--- src/rtl/ws2812_chain.sv ---
`default_nettype none
// ============================================================================
//  Module      : ws2812_chain
//  Description : WS2812/SK6812 LED-chain driver. Holds a frame buffer of
//                NUM_LEDS colour words. On start, it sends every word MSB-first
//                on led_out using NRZ one-wire timing. It then holds the line
//                low for the latch period and pulses done.
//  Revision    : 1.0 - initial release
// ============================================================================
module ws2812_chain #(
    parameter int NUM_LEDS     = 8,
    parameter int BITS_PER_LED = 24,
    parameter int T0H_CYC      = 4,
    parameter int T1H_CYC      = 8,
    parameter int BIT_CYC      = 13,
    parameter int RESET_CYC    = 500,
    parameter int AW           = (NUM_LEDS > 1) ? $clog2(NUM_LEDS) : 1
) (
    input  logic                    clk,
    input  logic                    resetb,
    input  logic                    wr_en,
    input  logic [AW-1:0]           wr_addr,
    input  logic [BITS_PER_LED-1:0] wr_data,
    input  logic                    start,
    output logic                    busy,
    output logic                    done,
    output logic                    led_out
);

    // One counter serves the bit phases and the latch period, so it is sized
    // for the larger of the two.
    localparam int c_cnt_max = (BIT_CYC > RESET_CYC) ? BIT_CYC : RESET_CYC;
    localparam int c_cnt_w   = $clog2(c_cnt_max + 1);
    localparam int c_bit_w   = $clog2(BITS_PER_LED);
    localparam int c_msb     = BITS_PER_LED - 1;

    // Phase lengths are stored minus one because each phase runs until the counter reaches zero.
    localparam logic [c_cnt_w-1:0] c_t0h_m1  = c_cnt_w'(T0H_CYC - 1);
    localparam logic [c_cnt_w-1:0] c_t1h_m1  = c_cnt_w'(T1H_CYC - 1);
    localparam logic [c_cnt_w-1:0] c_t0l_m1  = c_cnt_w'(BIT_CYC - T0H_CYC - 1);
    localparam logic [c_cnt_w-1:0] c_t1l_m1  = c_cnt_w'(BIT_CYC - T1H_CYC - 1);
    localparam logic [c_cnt_w-1:0] c_rst_m1  = c_cnt_w'(RESET_CYC - 1);
    localparam logic [c_cnt_w-1:0] c_cnt_one = c_cnt_w'(1);
    localparam logic [c_bit_w-1:0] c_last_bit = c_bit_w'(BITS_PER_LED - 1);
    localparam logic [c_bit_w-1:0] c_bit_one  = c_bit_w'(1);
    localparam logic [AW-1:0]      c_last_idx = AW'(NUM_LEDS - 1);
    localparam logic [AW-1:0]      c_idx_one  = AW'(1);
    localparam logic [AW:0]        c_num_leds = (AW + 1)'(NUM_LEDS);

    typedef enum logic [2:0] {
        S_IDLE  = 3'd0,
        S_LOAD  = 3'd1,
        S_HIGH  = 3'd2,
        S_LOW   = 3'd3,
        S_LATCH = 3'd4
    } state_t;

    state_t                  state_q, state_d;
    logic [BITS_PER_LED-1:0] mem_q [NUM_LEDS];
    logic [BITS_PER_LED-1:0] mem_d [NUM_LEDS];
    logic [BITS_PER_LED-1:0] shreg_q, shreg_d;
    logic [c_bit_w-1:0]      bitcnt_q, bitcnt_d;
    logic [c_cnt_w-1:0]      cnt_q, cnt_d;
    logic [AW-1:0]           idx_q, idx_d;
    logic                    led_out_q, led_out_d;
    logic                    busy_q, busy_d;
    logic                    done_q, done_d;
    logic                    wr_ok;
    logic [BITS_PER_LED-1:0] ld_word;

    // Accept buffer writes only while idle and only to existing LEDs, and select the word for the current LED.
    always_comb begin
        wr_ok   = wr_en && (state_q == S_IDLE) && ({1'b0, wr_addr} < c_num_leds);
        ld_word = '0;
        for (int i = 0; i < NUM_LEDS; i++) begin
            mem_d[i] = mem_q[i];
            if (wr_ok && (wr_addr == AW'(i))) begin
                mem_d[i] = wr_data;
            end
            if (idx_q == AW'(i)) begin
                ld_word = mem_q[i];
            end
        end
    end

    // Frame sequencer: next state, counters and registered output values.
    always_comb begin
        state_d  = state_q;
        shreg_d  = shreg_q;
        bitcnt_d = bitcnt_q;
        cnt_d    = cnt_q;
        idx_d    = idx_q;
        case (state_q)
            S_IDLE: begin
                if (start) begin
                    state_d = S_LOAD;
                    idx_d   = '0;
                end
            end
            S_LOAD: begin
                shreg_d  = ld_word;
                bitcnt_d = c_last_bit;
                cnt_d    = ld_word[c_msb] ? c_t1h_m1 : c_t0h_m1;
                state_d  = S_HIGH;
            end
            S_HIGH: begin
                if (cnt_q == '0) begin
                    state_d = S_LOW;
                    cnt_d   = shreg_q[c_msb] ? c_t1l_m1 : c_t0l_m1;
                end else begin
                    cnt_d = cnt_q - c_cnt_one;
                end
            end
            S_LOW: begin
                if (cnt_q != '0) begin
                    cnt_d = cnt_q - c_cnt_one;
                end else if (bitcnt_q != '0) begin
                    // The bit after the shift is shreg_q[c_msb-1]; use it to choose the next high time.
                    shreg_d  = shreg_q << 1;
                    bitcnt_d = bitcnt_q - c_bit_one;
                    cnt_d    = shreg_q[c_msb-1] ? c_t1h_m1 : c_t0h_m1;
                    state_d  = S_HIGH;
                end else if (idx_q != c_last_idx) begin
                    idx_d   = idx_q + c_idx_one;
                    state_d = S_LOAD;
                end else begin
                    cnt_d   = c_rst_m1;
                    state_d = S_LATCH;
                end
            end
            S_LATCH: begin
                if (cnt_q == '0) begin
                    state_d = S_IDLE;
                end else begin
                    cnt_d = cnt_q - c_cnt_one;
                end
            end
            default: begin
                state_d = S_IDLE;
            end
        endcase

        // Outputs are derived from the next state and registered, so led_out cannot glitch.
        led_out_d = (state_d == S_HIGH);
        busy_d    = (state_d != S_IDLE);
        done_d    = (state_d == S_LATCH) && (cnt_d == '0);
    end

    // State, datapath and buffer registers; reset also clears the frame buffer.
    always_ff @(posedge clk or negedge resetb) begin
        if (!resetb) begin
            state_q   <= S_IDLE;
            shreg_q   <= '0;
            bitcnt_q  <= '0;
            cnt_q     <= '0;
            idx_q     <= '0;
            led_out_q <= 1'b0;
            busy_q    <= 1'b0;
            done_q    <= 1'b0;
            for (int i = 0; i < NUM_LEDS; i++) begin
                mem_q[i] <= '0;
            end
        end else begin
            state_q   <= state_d;
            shreg_q   <= shreg_d;
            bitcnt_q  <= bitcnt_d;
            cnt_q     <= cnt_d;
            idx_q     <= idx_d;
            led_out_q <= led_out_d;
            busy_q    <= busy_d;
            done_q    <= done_d;
            for (int i = 0; i < NUM_LEDS; i++) begin
                mem_q[i] <= mem_d[i];
            end
        end
    end

    assign led_out = led_out_q;
    assign busy    = busy_q;
    assign done    = done_q;

endmodule
`default_nettype wire

--- config.mk ---
export PLATFORM = sky130hd
export DESIGN_NAME = ws2812_chain
export DESIGN_NICKNAME = d
export VERILOG_FILES = /design/src/rtl/ws2812_chain.sv
export SDC_FILE = /design/constraint.sdc
export NUM_CORES = 1
export LEC_CHECK = 0
export BUFFER_PORTS_ARGS = -buffer_cell sky130_fd_sc_hd__buf_2
export CORE_MARGIN = 4
export CORE_UTILIZATION = 63
export CTS_BUF_LIST = sky130_fd_sc_hd__clkbuf_8
export DETAILED_ROUTE_END_ITERATION = 16
export PLACE_DENSITY = 0.92
export SLEW_MARGIN = 20
export SYNTH_ARGS = -nofsm -noshare
export SYNTH_HDL_FRONTEND = slang
export SYNTH_SLANG_ARGS = --single-unit
--- constraint.sdc ---
create_clock -name clk -period 3.95 [get_ports clk]
set_input_delay 0.5925 -clock clk [delete_from_list [all_inputs] [get_ports clk]]
set_output_delay 0.5925 -clock clk [all_outputs]
set_load 0.02 [all_outputs]
# Word-level counts from Yosys, hierarchy flattened
# Index checks and enable logic that the tools add are counted.
# W data, S select, Z words.
[classes]
addsub = 3
eq_ne = 26
mux = 35
reduce_logical = 22
[ops]
columns = ["op", "n"]
rows = [
  ["$mux W24", 10],
  ["$pmux W24 S2", 1],
  ["$mux W9", 5],
  ["$mux W3", 12],
  ["$pmux W9 S4", 1],
  ["$eq A3 B3 Y1 const B", 10],
  ["$eq A3 B2 Y1 const B", 7],
  ["$logic_not A9 Y1", 2],
  ["$pmux W3 S5", 1],
  ["$logic_and A1 B1 Y1", 10],
  ["$mux W5", 2],
  ["$ne A2 B2 Y1 const B", 5],
  ["$pmux W5 S2", 1],
  ["$eq A3 B1 Y1 const B", 3],
  ["$logic_not A3 Y1", 3],
  ["$reduce_bool A9 Y1", 1],
  ["$sub A9 B1 Y9 const B", 1],
  ["$pmux W3 S2", 1],
  ["$reduce_and A5 Y1", 1],
  ["$reduce_bool A5 Y1", 1],
  ["$sub A5 B1 Y5 const B", 1],
  ["$mux W4", 1],
  ["$reduce_bool A2 Y1", 2],
  ["$add A3 B1 Y3 const B", 1],
  ["other kinds (3)", 3],
]
[totals]
register_bits = 239
in_bits = 31
output_inout_bits = 3
word_cells = 102

# Longest topological paths before layout
# Gate-level depths: netlist (run 1).
[logic_depth]
word_depth = 13
mapped_depth = 12
ltp_nobuf = 10

# Least setup slack after synthesis (run 1)
# No wires, ideal clock.
[synth_timing]
path_kind = "flip-flop to flip-flop"
startpoint = "register cnt_q[0]"
endpoint = "register done_q (netlist: done)"
setup_time_ps = 96
arrival_time_ps = 2372
required_ps = 3854
path_slack_ps = 1482
stages_incl_launch_ff = 13
path_buffers = 2
period_less_slack_ps = 2468
cell_sequence = "dfrtp_1 > inv_1 > ha_1 > or4b_1 > buf_4 > nor2_8 > inv_2 > buf_6 > ha_1 > a21oi_1 > a21oi_1 > o22ai_1 > nor4_2"
[synth_via]
elab_chain_len = 6
word_cells_on_any_way = 16
cone_classes = "1 x add/sub; 1 x eq/ne; 10 x mux; 4 x reduce/logical"
[synth_lines]
columns = ["element", "line", "text"]
rows = [
  ["start: declaration", "63", "logic [c_cnt_w-1:0] cnt_q, cnt_d;"],
  ["start signal: assignment", "167", "cnt_q <= cnt_d;"],
  ["parallel branches: the longest is 3 deep, another holds $sub A9 B1 Y9", "--", ""],
  ["$pmux W9 S4 (*)", "93", "case (state_q)"],
  ["named net cnt_d[0]", "63", ""],
  ["$logic_not A9 Y1 (*)", "146", "done_d = (state_d == S_LATCH) && (cnt_d == '0);"],
  ["$logic_and A1 B1 Y1 (*)", "146", ""],
  ["named net done_d", "67", "logic done_q, done_d;"],
  ["end signal: assignment", "171", "done_q <= done_d;"],
  ["end: declaration", "67", ""],
]
# Mark *: on every way through the listed nets, which the timed path passes.
# A chain may end at the register's enable or synchronous reset.

# Worst setup path in the final report (run 1)
[layout_timing]
startpoint = "register idx_q[2]"
endpoint = "register shreg_q[1]"
[layout_via]
elab_chain_len = 10
word_cells_on_any_way = 17
cone_classes = "7 x eq/ne; 9 x mux; 1 x reduce/logical"
[layout_lines]
columns = ["element", "line", "text"]
rows = [
  ["start: declaration", "64", "logic [AW-1:0] idx_q, idx_d;"],
  ["start signal: assignment", "168", "idx_q <= idx_d;"],
  ["$logic_not A3 Y1", "80", "if (idx_q == AW'(i)) begin"],
  ["$mux W24 (7 in a row)", "80", ""],
  ["$mux W24 (*)", "80", ""],
  ["$pmux W24 S2 (*)", "93", ""],
  ["end signal: assignment", "165", "shreg_q <= shreg_d;"],
  ["end: declaration", "61", "logic [BITS_PER_LED-1:0] shreg_q, shreg_d;"],
]
# Mark *: on every way between the ends. The rest lies on a longest branch, timed or not.

==> results of run 1 <==
-- placed cells by master (no fill, tap or decap), types with 3 or more instances in the layout --
| cell | synthesis | layout |
|---|---|---|
| xor2_1 | 3 | 3 |
| o211ai_1 | 3 | 3 |
| mux2_2 | 192 | 192 |
| nand3b_1 | 6 | 6 |
| nor3_1 | 20 | 19 |
| a221o_1 | 10 | 10 |
| o21ai_0 | 67 | 67 |
| ha_1 | 9 | 9 |
| buf_4 | 2 | 21 |
| a31oi_1 | 3 | 3 |
| or3_1 | 16 | 16 |
| inv_1 | 16 | 32 |
| clkbuf_8 | 0 | 46 |
| dfrtp_1 | 239 | 239 |
| nor2_1 | 40 | 39 |
| a22o_1 | 3 | 3 |
| clkinv_2 | 0 | 3 |
| a221oi_1 | 26 | 26 |
| nand2b_1 | 4 | 4 |
| a21oi_1 | 48 | 48 |
| a22oi_1 | 11 | 11 |
| nor3b_1 | 4 | 4 |
| buf_2 | 11 | 32 |
| nand2_1 | 53 | 52 |
| o311ai_0 | 11 | 11 |
| a211oi_1 | 11 | 11 |
| o22ai_1 | 26 | 26 |
| nand3_1 | 10 | 10 |
| o21a_1 | 10 | 10 |
| nor2b_1 | 25 | 24 |
-- state kept, by name (all words and copies together), names as in the netlist --
name,flops
mem_q,192
idx_q,3
state_q,3
led_out,1
done,1
shreg_q,24
busy,1
bitcnt_q,5
cnt_q,9
-- power groups by stage --
| stage | combinational, mW | sequential [mW] | clock [mW] |
|---|---|---|---|
| after floorplan | 0.00519 | 2.49 | 0 |
| after global placement | 0.103 | 2.49 | 0 |
| after detailed placement | 0.106 | 2.49 | 0 |
| after CTS | 0.107 | 2.45 | 2.11 |
| after global routing | 0.119 | 2.45 | 2.23 |
| final | 0.107 | 2.45 | 2.10 |
-- layout make-up --
| class | instances | share of cell area, % |
|---|---|---|
| flip-flops and latches | 239 | 48.0 |
| multi-input cells | 650 | 40.1 |
| clock buffers | 46 | 5.08 |
| repair buffers | 56 | 2.99 |
| well taps | 225 | 2.26 |
| clock inverters | 22 | 0.974 |
| inverters | 18 | 0.542 |
-- cell families (layout without fill, tap and decap cells) --
| kind of cell | count (synthesis) | count (layout) |
|---|---|---|
| fa+ha+maj | 9 | 9 |
| compound gates | 246 | 246 |
| simple gates | 198 | 198 |
| mux | 192 | 192 |
| xor+xnor | 5 | 5 |
| flops | 239 | 239 |
| buf+inv | 90 | 142 |
-- worst paths after layout --
check	from	end	slack [ps]
hold reg to reg	mem_q[85]$_DFFE_PN0P_	mem_q[85]$_DFFE_PN0P_	500
setup reg to reg	idx_q[2]$_DFFE_PN0P_	shreg_q[1]$_DFFE_PN0P_	690
min in group clk	wr_data[4]	mem_q[4]$_DFFE_PN0P_	430
setup / recovery	idx_q[2]$_DFFE_PN0P_	shreg_q[1]$_DFFE_PN0P_	690
hold / removal	resetb	mem_q[55]$_DFFE_PN0P_	130
max in group asynchronous	resetb	shreg_q[21]$_DFFE_PN0P_	2900
-- metal layers --
layer  vias to the layer above  share of wire, %  track usage [%]  routed length (µm)
met4                         0               3.0             10.6                 858
met1                      4335                39             40.1               11200
li1                       3671                 -                -                   -
met5                         -                 0                0                   0
met2                       544                49             46.8               14100
met3                        92               9.8             5.88                2860
-- per-stage QoR --
step | power, mW | instances | hold WS, ps | setup slack, ps | utilization, %
after floorplan | 2.50 | 979 | 297 | 1480 | -
after global placement | 2.60 | 1188 | 462 | 964 | 66.9
after detailed placement | 2.60 | 1188 | 475 | 818 | 66.9
after CTS | 4.67 | 1256 | 186 | 756 | 71.3
after global routing | 4.80 | 1256 | 192 | 485 | 71.3
final | 4.65 | 1256 | 134 | 692 | 71.3
-- worst max-delay path: stages, from the launching register on --
cell and delay [ps]:
dfrtp_1 340, buf_4 250, ha_1 180, buf_4 340, clkinv_1 720, nand3_1 740, o22ai_1 170, a211o_1 310
a21oi_1 120
==> flow_summary.yaml, run 1 <==
status:
  status: "completed"
cts:
  cts_sinks: 239
  cts_buffers: 40
  cts_tree: "yes"
  path_clk_slew_ps: 60
  cts_resized: 0
  hold_buffers: 0
  clock_latency_ps: 530
  postCtsSetupRepairBufs: 0
  clockBufferDepth: 3
  cts_root_buf: "clkbuf_8"
  htreeDepth: 2
grt:
  grt_pass1_vias: 8891
  antenna_found_initial: 0
  grt_max_degree: 116
  grt_usage_pct: 29.2
  grt-ovfl-total: 0
  grt_pass1_wl_mm: 47.3
setup_path:
  cp.arrival_ps: 3720
  start_kind: "flip-flop"
  rr_worst_depth: 8
  critPathKind: "reg2reg"
  cp-end-kind: "flip-flop"
  worstPathRequired_ps: 4410
  crit_fanout: 31
power_and_ir_drop:
  p_int_mw: 3.59
  power.share.switching_pct: 22.8
  vdd_drop_max_mv: 0.268
  sequentialPowerShare_pct: 52.6
  p_leak_nw: 6.07
  pwr-share-clk_pct: 45.1
  p_sw_mw: 1.06
  power_density_nw_per_um2: 374
  pwr-share-comb_pct: 2.3
detailed_routing:
  ant_nets: 0
  finalWirelength_mm: 29.1
  vias_per_cell: 6.88
  post_drt_wl_per_cell_um: 23.1
  firstDrtPassIters: 5
  drt_iter0_drc: 871
  drc: 0
  vias: 8642
sta:
  hold_viol_final: 0
  finalCritPeriodShare_pct: 82.5
  fin_worst_skew_ps: 18.7
  fin_tns_setup_ps: 0
  max_freq_mhz: 307
  slew_headroom_pct: 37.5
  setup_violations: 0
  finalCriticalPeriod_ps: 3260
  drv_slew: 0
  worstMarginPinSlew_ps: 936
  rsz0062_at_grt: "false"
floorplan:
  dieArea_um2: 20200
  row_count: 48
  initial_core_util_pct: 64.9
  die_x_um: 142
  io_pins: 34
  design.core.area_um2: 17500
  fp.dieH_um: 142
synthesis:
  yosys.area_share.adder_pct: 0.993
  synth_flop_cell: "dfrtp_1"
  synth_top_area_share_pct: 52.8
  yosys.area.top_type: "dfrtp_1"
  synthMuxAreaShare_pct: 19.1
  synth_most_common_cell: "dfrtp_1"
  synth_cell_types: 63
  synth-xor-area-share_pct: 0.386
  synth_area_um2: 11300
  synth_async_sr_flop_share_pct: 100
  syn-num-nets: 1019
  synth-compound-area-share_pct: 14.3
  synth.area.top_cells: "dfrtp_1 (53%), mux2_2 (19%), o21ai_0 (3.0%)"
  syn_inst: 979
  synthSimpleGateAreaFrac_pct: 9.13
  yosys_warnings: 0
  synth_top_cells_by_count: "dfrtp_1 (239), mux2_2 (192), o21ai_0 (67)"
  synth_top_family_by_area: "multiplexers"
  postSynthAreaPerCell_um2: 11.6
  seq_area_frac_synth_pct: 52.8
  ys_seq_elements: 239
  synth_edf_count: 0
layout:
  fin_area_um2: 12500
  layout-drive-gt1-share_pct: 30.3
  nFillCells: 1041
  seqCellArea_um2: 5980
  antennaDiodeCount: 0
  syn_to_final_growth_pct: 9.88
  nets: 1045
  multi_input_comb_area_um2: 5000
placement:
  dp_hpwl_mm: 17.6
  place.gp.congestion: 0.891
  placed_area_um2: 11700
  portBuffers: 33
hold_path:
  hold_class: "in2async"
run:
  maxCapViolations: 0
No activity file was read; power rests on OpenSTA's default activity.
==> run 2: changes to the inputs <==
--- a/config.mk
+++ b/config.mk
@@ -5,12 +5,13 @@
 export SDC_FILE = /design/constraint.sdc
 export NUM_CORES = 1
 export LEC_CHECK = 0
+export ABC_AREA = 1
 export BUFFER_PORTS_ARGS = -buffer_cell sky130_fd_sc_hd__buf_2
 export CORE_MARGIN = 4
-export CORE_UTILIZATION = 63
+export CORE_UTILIZATION = 59
 export CTS_BUF_LIST = sky130_fd_sc_hd__clkbuf_8
 export DETAILED_ROUTE_END_ITERATION = 16
-export PLACE_DENSITY = 0.92
+export PLACE_DENSITY = 0.9
 export SLEW_MARGIN = 20
 export SYNTH_ARGS = -nofsm -noshare
 export SYNTH_HDL_FRONTEND = slang
==> constraint.sdc (replaced) <==
create_clock -name clk -period 2.8 [get_ports clk]
set_input_delay 0.42 -clock clk [delete_from_list [all_inputs] [get_ports clk]]
set_output_delay 0.42 -clock clk [all_outputs]
set_load 0.02 [all_outputs]
==> run 2 against run 1 <==
Effect of this change:
- design area increased by 6.6%
- critical endpoint is now bitcnt_q[4]$_DFFE_PN0P_
- critical path depth increased by 4
- area after synthesis increased by 5.4%
- fmax increased by 35%
- hold slack improved by 19 ps
- die area increased by 12%
- utilization decreased by 3.9 points
- via count increased by 23%
- highest routed layer unchanged
- routed wire length increased by 7.7%
- non-clock buffer count increased by 12
- largest power group unchanged
==> flow_summary.yaml, run 2 <==
sta:
  fin_worst_skew_ps: 38.2
  hold_ws_ps: 153
  slew_headroom_pct: 38.0
  finalCriticalPeriod_ps: 2410
  finalCritPeriodShare_pct: 85.9
  max_freq_mhz: 416
  rsz0062_at_grt: "false"
  worstMarginPinSlew_ps: 923
  setup_slack_ps: 394
  setup_violations: 0
  drv_slew: 0
  hold_viol_final: 0
  fin_tns_setup_ps: 0
layout:
  final_common_cell: "nand2_1"
  top_register: "mem_q"
  nFillCells: 1484
  nets: 1633
  largest_reg_flops: 192
  syn_to_final_growth_pct: 11.2
  top_regs: "mem_q x192, shreg_q x24, cnt_q x9"
  layout-drive-gt1-share_pct: 10.0
  layout.cells.most_common_list: "nand2_1 (375), inv_1 (247), dfrtp_1 (239), o21ai_0 (186), nor2_1 (140)"
  stdcell_count: 1885
setup_path:
  cp_top_family: "simple AND/OR/NAND/NOR gates"
  crit_fanout: 24
  worstPathCellList: "inv_1, ha_1, nand2_2, nor2_4, nand2_4, o21ai_2, nand2_1, inv_2, buf_4, nand3_1, o21ai_0, nand2_1"
  r2r-start: "cnt_q[0]$_DFF_PN0_"
  worst_path_largest_cell_delay_ps: 400
  crit_slowest_cell: "dfrtp_1"
  cp-end-kind: "flip-flop"
  timing.critical_path.from: "cnt_q[0]$_DFF_PN0_"
  critPathBufInv: 3
  worstPathRequired_ps: 3220
  cp.arrival_ps: 2830
  critPathKind: "reg2reg"
  critPathMostFrequentCell: "nand2_1"
  start_kind: "flip-flop"
synthesis:
  yosys.area.top_type: "dfrtp_1"
  synth_cell_types: 37
  synth_edf_count: 0
  yosys_warnings: 0
  synth_area_um2: 11900
  synth_most_common_cell: "nand2_1"
  syn-num-nets: 1611
  synth_top_cells_by_count: "nand2_1 (375), inv_1 (241), dfrtp_1 (239)"
  syn_inst: 1571
  synth.area.top_cells: "dfrtp_1 (50%), nand2_1 (12%), o21ai_0 (7.8%)"
  synth_top_area_share_pct: 50.1
  synth_flop_cell: "dfrtp_1"
  seq_area_frac_synth_pct: 50.1
  postSynthAreaPerCell_um2: 7.60
  synth_async_sr_flop_share_pct: 100
  ys_seq_elements: 239
placement:
  portBuffers: 33
  preCtsSetupSlack_ps: 467
  place.gp.congestion: 0.935
  dpl.cell_count: 1814
  dp_hpwl_mm: 19.3
detailed_routing:
  vias: 10600
  post_drt_wl_per_cell_um: 16.6
  drc: 0
  firstDrtPassIters: 6
  drt_iter0_drc: 1166
  ant_nets: 0
  finalWirelength_mm: 31.3
  vias_per_cell: 5.65
cts:
  cts_sinks: 239
  cts_root_buf: "clkbuf_8"
  cts_tree: "yes"
  clock_latency_ps: 570
  cts_buffers: 41
  htreeDepth: 2
  hold_buffers: 1
  postCtsSetupRepairBufs: 0
  cts_resized: 0
  path_clk_slew_ps: 60
  clockBufferDepth: 3
run:
  maxCapViolations: 0
hold_path:
  min-delay-start: "wr_data[3]"
  hold_class: "in2reg"
floorplan:
  design.core.area_um2: 19700
  initial_core_util_pct: 60.6
  die_x_um: 150
  fp.dieH_um: 150
  io_pins: 34
  dieArea_um2: 22600
  row_count: 51
grt:
  antenna_found_initial: 0
  grt_max_degree: 74
  grtUsageMet1_pct: 37.8
  use_met3_pct: 6.02
  grt-ovfl-total: 0
  grt_pass1_vias: 10500
  top_usage_layer: "met2"
  met2_usage_pct: 45.9
  grt_usage_pct: 28.6
  grt_pass1_wl_mm: 51.8
power_and_ir_drop:
  vdd_drop_max_mv: 0.408
  power_density_nw_per_um2: 526
  p_leak_nw: 6.94
status:
  status: "completed"
## run 2: changes by cell type in the layout (fill, tap and decap cells not counted), sizes merged, moves of 16 or more
cell / previous run / this run
a221oi: 26 / 0
nand3: 10 / 78
nor3: 20 / 2
a21oi: 49 / 115
o21ai: 68 / 217
mux2: 192 / 6
inv: 34 / 255
nand2: 53 / 378
or3: 16 / 0
nor2b: 25 / 0
nor2: 41 / 143
## run 2: where the power goes
part | leakage (nW) | switching, mW | total (mW) | internal, mW
Combinational | 3.97 | 0.131 | 0.159 | 0.0282
Sequential | 2.49 | 0 | 3.46 | 3.46
Clock | 0.482 | 1.45 | 3.37 | 1.92
## run 2: cell families after synthesis
kind of cell	synth area share, %
xor+xnor	0.0733
compound gates	15.6
fa+ha+maj	0.943
mux	0.566
simple gates	21.4
flops	50.1
buf+inv	11.4
## run 2: worst register-to-register path, delay by kind of cell (launching register included)
family / cells / cell delay (ps)
fa+ha+maj: 1 / 280
simple gates: 6 / 730
compound gates: 2 / 350
buf+inv: 3 / 530
flops: 1 / 400
## run 2: routing by layer
| metal | share of wire, % | wire (µm) |
|---|---|---|
| met3 | 10 | 3110 |
| met4 | 3.9 | 1220 |
| met2 | 46 | 14500 |
| met5 | 0 | 0 |
| met1 | 40 | 12400 |
## run 2: worst paths after layout
path,endpoint,slack [ps],depth (start not counted)
worst max register to register,bitcnt_q[4]$_DFFE_PN0P_,390,12
max in group asynchronous,mem_q[181]$_DFFE_PN0P_,1540,3
worst min-delay path,mem_q[171]$_DFFE_PN0P_,150,3
worst min register to register,shreg_q[0]$_DFFE_PN0P_,480,2
min in group asynchronous,mem_q[115]$_DFFE_PN0P_,450,2
worst max-delay path,bitcnt_q[4]$_DFFE_PN0P_,390,12
## run 2: final cells by class
cell class,instances,area [µm²],area share [%]
clock inverter,15,139,1.05
tap,265,332,2.50
timing repair buffer,68,478,3.60
clock buffer,54,743,5.60
antenna,1,2.50,0.0188
inverter,250,938,7.07
sequential,239,5980,45.0
multi-input combinational,993,4670,35.1
## run 2: metrics by stage
step	power, mW	utilization (%)	cell area (µm²)
after CTS	7.02	67.3	13300
after detailed placement	3.68	62.8	12400
final	6.99	67.3	13300
after floorplan	3.54	-	11900
after global placement	3.68	62.8	12400
after global routing	7.19	67.3	13300
==> run 3: changes to the inputs <==
--- a/config.mk
+++ b/config.mk
@@ -11,8 +11,8 @@
 export CORE_UTILIZATION = 59
 export CTS_BUF_LIST = sky130_fd_sc_hd__clkbuf_8
 export DETAILED_ROUTE_END_ITERATION = 16
-export PLACE_DENSITY = 0.9
-export SLEW_MARGIN = 20
+export PLACE_DENSITY_LB_ADDON = 0.15
+export SLEW_MARGIN = 10
 export SYNTH_ARGS = -nofsm -noshare
 export SYNTH_HDL_FRONTEND = slang
 export SYNTH_SLANG_ARGS = --single-unit
==> run 3 against run 2 <==
Effect of this change:
- cell count increased by 0.80%
- largest cell class unchanged
- largest power group unchanged
- utilization is 0.34 points higher
- setup slack better by 23 ps
==> flow_summary.yaml, run 3 (synthesized netlist as in run 2, its figures left out) <==
status:
  status: "completed"
sta:
  finalCriticalPeriod_ps: 2380
  slew_headroom_pct: 49.2
  fin_worst_skew_ps: 27.1
  max_freq_mhz: 420
  rsz0062_at_grt: "false"
  worstMarginPinSlew_ps: 756
  hold_viol_final: 0
  setup_violations: 0
  setup_slack_ps: 417
  fin_tns_setup_ps: 0
  finalCritPeriodShare_pct: 85.1
  drv_slew: 0
layout:
  nets: 1643
  nFillCells: 1662
  top_regs: "mem_q x192, shreg_q x24, cnt_q x9"
  post-route-util_pct: 67.7
  layout-drive-gt1-share_pct: 10.6
  syn_to_final_growth_pct: 11.7
  final_common_cell: "nand2_1"
  top_register: "mem_q"
  layout.cells.most_common_list: "nand2_1 (375), inv_1 (251), dfrtp_1 (239), o21ai_0 (186), nor2_1 (140)"
  largest_reg_flops: 192
  stdcell_count: 1900
setup_path:
  critPathKind: "reg2reg"
  rr_worst_depth: 6
  reg2reg_to: "mem_q[136]$_DFFE_PN0P_"
  worstPathRequired_ps: 3270
  rrSetupSlack_ps: 420
  cp-end-kind: "flip-flop"
  start_kind: "flip-flop"
  crit_fanout: 22
  cp.arrival_ps: 2860
  r2r-start: "state_q[1]$_DFF_PN0_"
cts:
  clock_latency_ps: 560
  cts_resized: 0
  path_clk_slew_ps: 60
  cts_tree: "yes"
  clockBufferDepth: 3
  postCtsSetupRepairBufs: 0
  cts_sinks: 239
  htreeDepth: 2
  cts_buffers: 42
  cts_root_buf: "clkbuf_8"
grt:
  grt_usage_pct: 28.6
  grt_pass1_vias: 9941
  grt_pass1_wl_mm: 50.9
  grt-ovfl-total: 0
  antenna_found_initial: 2
  grt_max_degree: 72
detailed_routing:
  drt_iter0_drc: 818
  post_drt_wl_per_cell_um: 16.3
  firstDrtPassIters: 5
  vias: 10200
  ant_nets: 0
  finalWirelength_mm: 31.0
  vias_per_cell: 5.38
  drc: 0
hold_path:
  hold_class: "in2reg"
  min_to: "mem_q[16]$_DFFE_PN0P_"
  min-delay-start: "wr_data[16]"
  whs_path_depth: 3
placement:
  dpl.cell_count: 1823
  preCtsSetupSlack_ps: 477
  dp_hpwl_mm: 20.2
  place.gp.congestion: 0.949
  portBuffers: 33
floorplan:
  row_count: 51
  fp.dieH_um: 150
  die_x_um: 150
  design.core.area_um2: 19700
  dieArea_um2: 22600
  initial_core_util_pct: 60.6
  io_pins: 34
power_and_ir_drop:
  power_density_nw_per_um2: 517
  p_leak_nw: 6.99
  power.total_mw: 6.90
  vdd_drop_max_mv: 0.385
run:
  maxCapViolations: 0
-- run 3: layer usage --
layer | GRT usage, % | wire length [µm]
met1 | 40.0 | 13500
met2 | 45.9 | 14600
met3 | 4.46 | 2070
met4 | 9.84 | 834
met5 | 0 | 13
-- run 3: through the flow --
stage	area (µm²)	hold slack (ps)
floorplan	11900	124
global placement	12500	434
detailed placement	12500	430
CTS	13300	136
global route	13300	157
finish	13300	158
-- run 3: final cells by class --
class	count	area [µm²]	share of cell area [%]
multi-input combinational	993	4670	35.0
clock buffer	58	798	5.98
tap	265	332	2.48
sequential	239	5980	44.8
inverter	250	938	7.03
timing repair buffer	77	546	4.09
antenna	1	2.50	0.0187
clock inverter	17	83.8	0.628
-- run 3: repair_timing --
item                                    in CTS  in global routing
endpoints found under the setup margin       0                  0
endpoints found under the hold margin       67                  0
hold buffers                                 1                  0
-- run 3: critical path, stage by stage, from the launching register on --
cell     delay (ps)
dfrtp_1         460
nor3_2          260
nand2_2         290
nor4_4          660
buf_4           400
nor2_1           80
a21oi_1         130
-- run 3: how the worst max path moves through the flow --
stage                          from                     end  slack [ps]  depth (start not counted)
5_1_grt          cnt_q[0]$_DFF_PN0_          done$_DFF_PN0_         230                         14
6_report       state_q[1]$_DFF_PN0_  mem_q[136]$_DFFE_PN0P_         420                          6
4_1_cts        state_q[1]$_DFF_PN0_  mem_q[136]$_DFFE_PN0P_         430                          6
3_3_place_gp   state_q[1]$_DFF_PN0_  mem_q[133]$_DFFE_PN0P_         580                          6
2_1_floorplan    cnt_q[0]$_DFF_PN0_          done$_DFF_PN0_         650                         15
3_5_place_dp   state_q[1]$_DFF_PN0_  mem_q[134]$_DFFE_PN0P_         480                          6
-- run 3: report_power, final --
part           switching, mW  internal (mW)
logic                  0.134         0.0310
registers                  0           3.46
clock network           1.43           1.84
total                   1.57           5.33
